File: config.mk
export PLATFORM = sky130hd
export DESIGN_NAME = alu_issue_stage
export DESIGN_NICKNAME = d
export VERILOG_FILES = /design/src/rtl/alu_issue_stage.sv
export SDC_FILE = /design/constraint.sdc
export NUM_CORES = 1
export LEC_CHECK = 0
export CAP_MARGIN = 15
export CORE_AREA = 2 2 208 159
export CTS_CLUSTER_DIAMETER = 120
export CTS_CLUSTER_SIZE = 20
export DETAILED_ROUTE_END_ITERATION = 10
export DIE_AREA = 0 0 210 161
export PLACE_DENSITY = 0.52
export SLEW_MARGIN = 20
export SYNTH_ARGS = -nofsm -noshare
export SYNTH_HDL_FRONTEND = slang
export SYNTH_SLANG_ARGS = --single-unit
File: constraint.sdc
create_clock -name clk -period 2.4 [get_ports clk]
set_input_delay 0.48 -clock clk [delete_from_list [all_inputs] [get_ports clk]]
set_output_delay 0.48 -clock clk [all_outputs]
set_load 0.02 [all_outputs]
File: src/rtl/alu_issue_stage.sv
`default_nettype none
// ============================================================================
// Module   : alu_issue_stage
// Purpose  : Operand-issue and writeback stage around an external 16-bit ALU.
//            It accepts one decoded op per cycle and reads operands from an
//            internal 8x16 register file, with EX/WB forwarding. A registered
//            EX stage drives the ALU, and a WB stage captures the result and
//            flags and retires them into the register file and the Z/C flags.
// Ports    : clk, rst_n            - clock, async active-low reset
//            in_valid/in_ready     - op handshake (in_ready = !hold)
//            hold                  - freezes the whole stage
//            in_code/rd/rs/rt      - decoded op fields
//            in_use_imm/in_imm     - immediate B operand select/value
//            alu_a/alu_b/alu_code  - registered ALU inputs (EX stage)
//            alu_out/carry/zero    - ALU results (combinational)
//            wb_valid/wb_rd/wb_data- retiring result in WB
//            flag_z/flag_c         - architectural flags
//            dbg_addr/dbg_data     - raw register-file read port
// Revision : 1.0 - initial release
// ============================================================================
module alu_issue_stage #(
  parameter int NREGS = 8
) (
  input  logic        clk,
  input  logic        rst_n,
  input  logic        in_valid,
  output logic        in_ready,
  input  logic        hold,
  input  logic [2:0]  in_code,
  input  logic [2:0]  in_rd,
  input  logic [2:0]  in_rs,
  input  logic [2:0]  in_rt,
  input  logic        in_use_imm,
  input  logic [15:0] in_imm,
  output logic [15:0] alu_a,
  output logic [15:0] alu_b,
  output logic [2:0]  alu_code,
  input  logic [15:0] alu_out,
  input  logic        alu_carry,
  input  logic        alu_zero,
  output logic        wb_valid,
  output logic [2:0]  wb_rd,
  output logic [15:0] wb_data,
  output logic        flag_z,
  output logic        flag_c,
  input  logic [2:0]  dbg_addr,
  output logic [15:0] dbg_data
);

  localparam logic [2:0] CODE_ADD = 3'b000;

  logic [15:0] rf [NREGS];

  logic        ex_valid;
  logic [2:0]  ex_rd;

  logic [2:0]  wb_code;
  logic        wb_carry;
  logic        wb_zero;

  logic        accept;
  logic [15:0] op_a;
  logic [15:0] op_b;

  assign in_ready = !hold;
  assign accept   = in_valid && !hold;
  assign dbg_data = rf[dbg_addr];

  // Youngest producer wins: the op now in EX is later in program order than
  // the one in WB, which is later than anything already in the register file.
  // r0 is never written, so falling through to rf[0] yields 0.
  function automatic logic [15:0] fwd(input logic [2:0] r);
    if (ex_valid && (ex_rd == r) && (r != 3'd0)) begin
      return alu_out;
    end else if (wb_valid && (wb_rd == r) && (r != 3'd0)) begin
      return wb_data;
    end else begin
      return rf[r];
    end
  endfunction

  always_comb begin
    op_a = fwd(in_rs);
    op_b = in_use_imm ? in_imm : fwd(in_rt);
  end

  // EX stage: operands persist across bubbles; only the valid bit drops.
  always_ff @(posedge clk or negedge rst_n) begin
    if (!rst_n) begin
      ex_valid <= 1'b0;
      ex_rd    <= 3'd0;
      alu_code <= 3'd0;
      alu_a    <= 16'd0;
      alu_b    <= 16'd0;
    end else if (!hold) begin
      ex_valid <= accept;
      if (accept) begin
        ex_rd    <= in_rd;
        alu_code <= in_code;
        alu_a    <= op_a;
        alu_b    <= op_b;
      end
    end
  end

  // WB stage: captures the ALU outcome at every non-held edge.
  always_ff @(posedge clk or negedge rst_n) begin
    if (!rst_n) begin
      wb_valid <= 1'b0;
      wb_rd    <= 3'd0;
      wb_data  <= 16'd0;
      wb_code  <= 3'd0;
      wb_carry <= 1'b0;
      wb_zero  <= 1'b0;
    end else if (!hold) begin
      wb_valid <= ex_valid;
      wb_rd    <= ex_rd;
      wb_data  <= alu_out;
      wb_code  <= alu_code;
      wb_carry <= alu_carry;
      wb_zero  <= alu_zero;
    end
  end

  // Retire: register write (never to r0) and flag update. Carry is only
  // architecturally defined by ADD, so other ops leave flag_c alone.
  always_ff @(posedge clk or negedge rst_n) begin
    if (!rst_n) begin
      for (int i = 0; i < NREGS; i++) begin
        rf[i] <= 16'd0;
      end
      flag_z <= 1'b0;
      flag_c <= 1'b0;
    end else if (!hold && wb_valid) begin
      if (wb_rd != 3'd0) begin
        rf[wb_rd] <= wb_data;
      end
      flag_z <= wb_zero;
      if (wb_code == CODE_ADD) begin
        flag_c <= wb_carry;
      end
    end
  end

endmodule
`default_nettype wire

==> impl_metrics.env <==
export IMPL_tightest_slew_ns=0.916
export IMPL_grt_util_all_layers_pct=19.8
export IMPL_max_freq_ghz=0.424
export IMPL_clk_pin_slew_worst_paths_ns=0.08
export IMPL_drive_gt1_share_pct=47.8
export IMPL_antenna_found_initial=0
export IMPL_max_cap_viol_count=0
export IMPL_synth_top_area_share_pct=44.3
export IMPL_skew_ns=0.0142
export IMPL_cp_max_fo=12
export IMPL_cts_tree="built"
export IMPL_final_util_pct=43.2
export IMPL_grt_overflow=0
export IMPL_drtIter0Drc=556
export IMPL_dp_final_hpwl_mm=22.4
export IMPL_port_buffers=127
export IMPL_finalNetCount=966
export IMPL_regToRegEndpoint="alu_b[10]"
export IMPL_period_share_pct=98.4
export IMPL_routabilityCongestion=0.775
export IMPL_slew_violations=0
export IMPL_clock_latency_ns=0.44
export IMPL_ys_flop_type="dfrtp_1"
export IMPL_pin_count=128
export IMPL_rsz0062_at_grt="no"
export IMPL_violations="negative hold slack"
export IMPL_syn_avg_cell_area_um2=14.1
export IMPL_synth_edf_count=0
export IMPL_clk_path_buf_depth=2
export IMPL_grt_max_degree=55
export IMPL_peakVddDrop_mv=0.467
export IMPL_p_per_area_nw_per_um2=969
export IMPL_syn_area_um2=11000
export IMPL_yosys_warnings=0
export IMPL_multi_input_area_um2=5680
export IMPL_drt_vias_per_instance=5.47
export IMPL_worstSetupPathType="input pin to output pin"
export IMPL_crit_path_end_kind="output pin"
export IMPL_synth_async_sr_flop_share_pct=100
export IMPL_die_y_um=161
export IMPL_synth_area_leaders="dfrtp_1, mux2_2, mux4_2"
export IMPL_cp_required_ns=1.92
export IMPL_num_vias=7330
export IMPL_synthToLayoutAreaGrowth_pct=25.6
export IMPL_route_detailed_drc=0
export IMPL_yosysTopAreaCell="dfrtp_1"
export IMPL_synthCells=780
export IMPL_ctsHoldBuffers=0
export IMPL_firstDrtPassIters=5
export IMPL_hold_path_class="input pin to async pin"
export IMPL_start_kind="input pin"
export IMPL_cp_arrival_ns=1.88
export IMPL_routed_wl_mm=32.4
export IMPL_layout_commonest_cell="dfrtp_1"
export IMPL_setup_viol=0
export IMPL_fill_cells=2892
export IMPL_period_minus_slack_ns=2.36
export IMPL_initial_core_util_pct=34.4
export IMPL_finalHoldViolCount=1
export IMPL_cts_made_buffers=17
export IMPL_status="complete, but fails checks"
export IMPL_ys_seq_elements=194
export IMPL_r2r_start="wb_rd[1]"
export IMPL_die_w_um=210
export IMPL_cts_root_buffer="clkbuf_16"
export IMPL_r2r_slack_ns=0.26
export IMPL_seq_area_um2=4850
export IMPL_ctsHtreeMaxLevel=4
export IMPL_clock_sinks=194
export IMPL_yosysSeqAreaShare_pct=44.3
export IMPL_synth_nets=834
export IMPL_slew_headroom_pct=38.6
export IMPL_num_rows=57
export IMPL_mostFrequentLayoutCells="dfrtp_1, mux2_2, clkdlybuf4s50_1"
export IMPL_coreArea_um2=31900
export IMPL_grt_pass1_wl_mm=49.9
export IMPL_die_area_um2=33800
export IMPL_leakage_uw=0.00591
export IMPL_grt_pass1_vias=7384
export IMPL_antenna_left=0
export IMPL_holdWs_ns=-0.00287
export IMPL_reg2reg_depth=6
export IMPL_ys_types=39
export IMPL_wl_per_cell_um=24.2
-- sequential cells by signal, indices dropped and copies added (netlist names) --
register / flops
alu_a: 16
alu_b: 16
alu_code: 3
ex_rd: 3
ex_valid: 1
flag_c: 1
flag_z: 1
rf: 128
wb_carry: 1
wb_code: 3
wb_data: 16
wb_rd: 3
wb_valid: 1
wb_zero: 1
-- power by group --
group          total (uW)  switching, uW  leakage (uW)  internal [uW]
Sequential           5430           1110       0.00243           4330
Combinational        4980           1930       0.00320           3050
Clock                2920           1380      0.000290           1550
-- routing by layer --
metal / routed length, um / share of wire [%] / track usage [%]
met5: 0 / 0 / 0
met4: 362 / 1.1 / 4.13
met3: 2280 / 7.1 / 5.13
met2: 13700 / 42 / 27.6
met1: 16100 / 50 / 30.8
-- logic make-up (layout without fill, tap and decap cells) --
group | after synthesis | in the layout | share of synthesized area (%)
other | 0 | 1 | 0
XOR/XNOR | 8 | 8 | 0.639
multiplexers | 315 | 315 | 42.4
AND/OR/NAND/NOR | 98 | 98 | 4.11
flip-flops | 194 | 194 | 44.3
AO/OA/AOI/OAI | 72 | 72 | 4.54
buffers and inverters | 93 | 238 | 4.02
-- final cells by class --
type,count,share of cell area [%]
Multi-Input combinational cell,493,41.2
Sequential cell,194,35.3
Timing Repair Buffer,205,15.4
Tap cell,413,3.75
Clock buffer,21,3.42
Clock inverter,11,0.827
Inverter,1,0.0273
Antenna cell,1,0.0182
-- through the flow --
stage               setup slack, ns  cells  total power, uW  TNS [ns]  instance area, um^2
CTS                         0.00110   1328            13300         0                13700
global placement             -0.481   1293            10400    -11.82                13100
floorplan                    0.0793    780             8400         0                11000
global route                0.00156   1338            14000         0                13800
detailed placement           -0.499   1293            10400    -13.27                13100
finish                       0.0391   1339            13300         0                13800
-- cells in the mapped netlist, types with 2 or more instances --
| library cell | count |
|---|---|
| mux4_2 | 96 |
| a21oi_1 | 34 |
| buf_6 | 3 |
| nand3b_1 | 2 |
| dfrtp_1 | 194 |
| xnor2_1 | 8 |
| nand2_1 | 44 |
| buf_1 | 13 |
| clkbuf_1 | 38 |
| nand3_1 | 3 |
| mux2_4 | 10 |
| buf_4 | 7 |
| a221o_1 | 16 |
| nor3b_2 | 2 |
| o22ai_1 | 16 |
| mux2i_1 | 16 |
| or3b_1 | 2 |
| nor2_1 | 35 |
| mux2_2 | 193 |
| buf_2 | 29 |
-- worst max-delay path: stages --
cell and delay (ns):
buf_6 0.12, buf_12 0.17, buf_4 0.14, mux4_2 0.48, mux2_2 0.31, buf_2 0.17
-- how the worst max path moves through the flow --
stage,from,to,cells after the start
after floorplan,dbg_addr[0],dbg_data[0],4
after global placement,dbg_addr[1],dbg_data[14],5
after detailed placement,dbg_addr[1],dbg_data[9],5
after CTS,rf[1],dbg_data[1],3
after global routing,dbg_addr[0],dbg_data[14],6
final,dbg_addr[0],dbg_data[14],6
-- what timing repair did --
item | 4_1_cts | 5_1_grt
setup buffers | 1 | 10
gates resized for setup | 59 | 9
setup endpoints to repair | 16 | 9
gates cloned | 2 | 0
(Power assumes the default switching activity.)
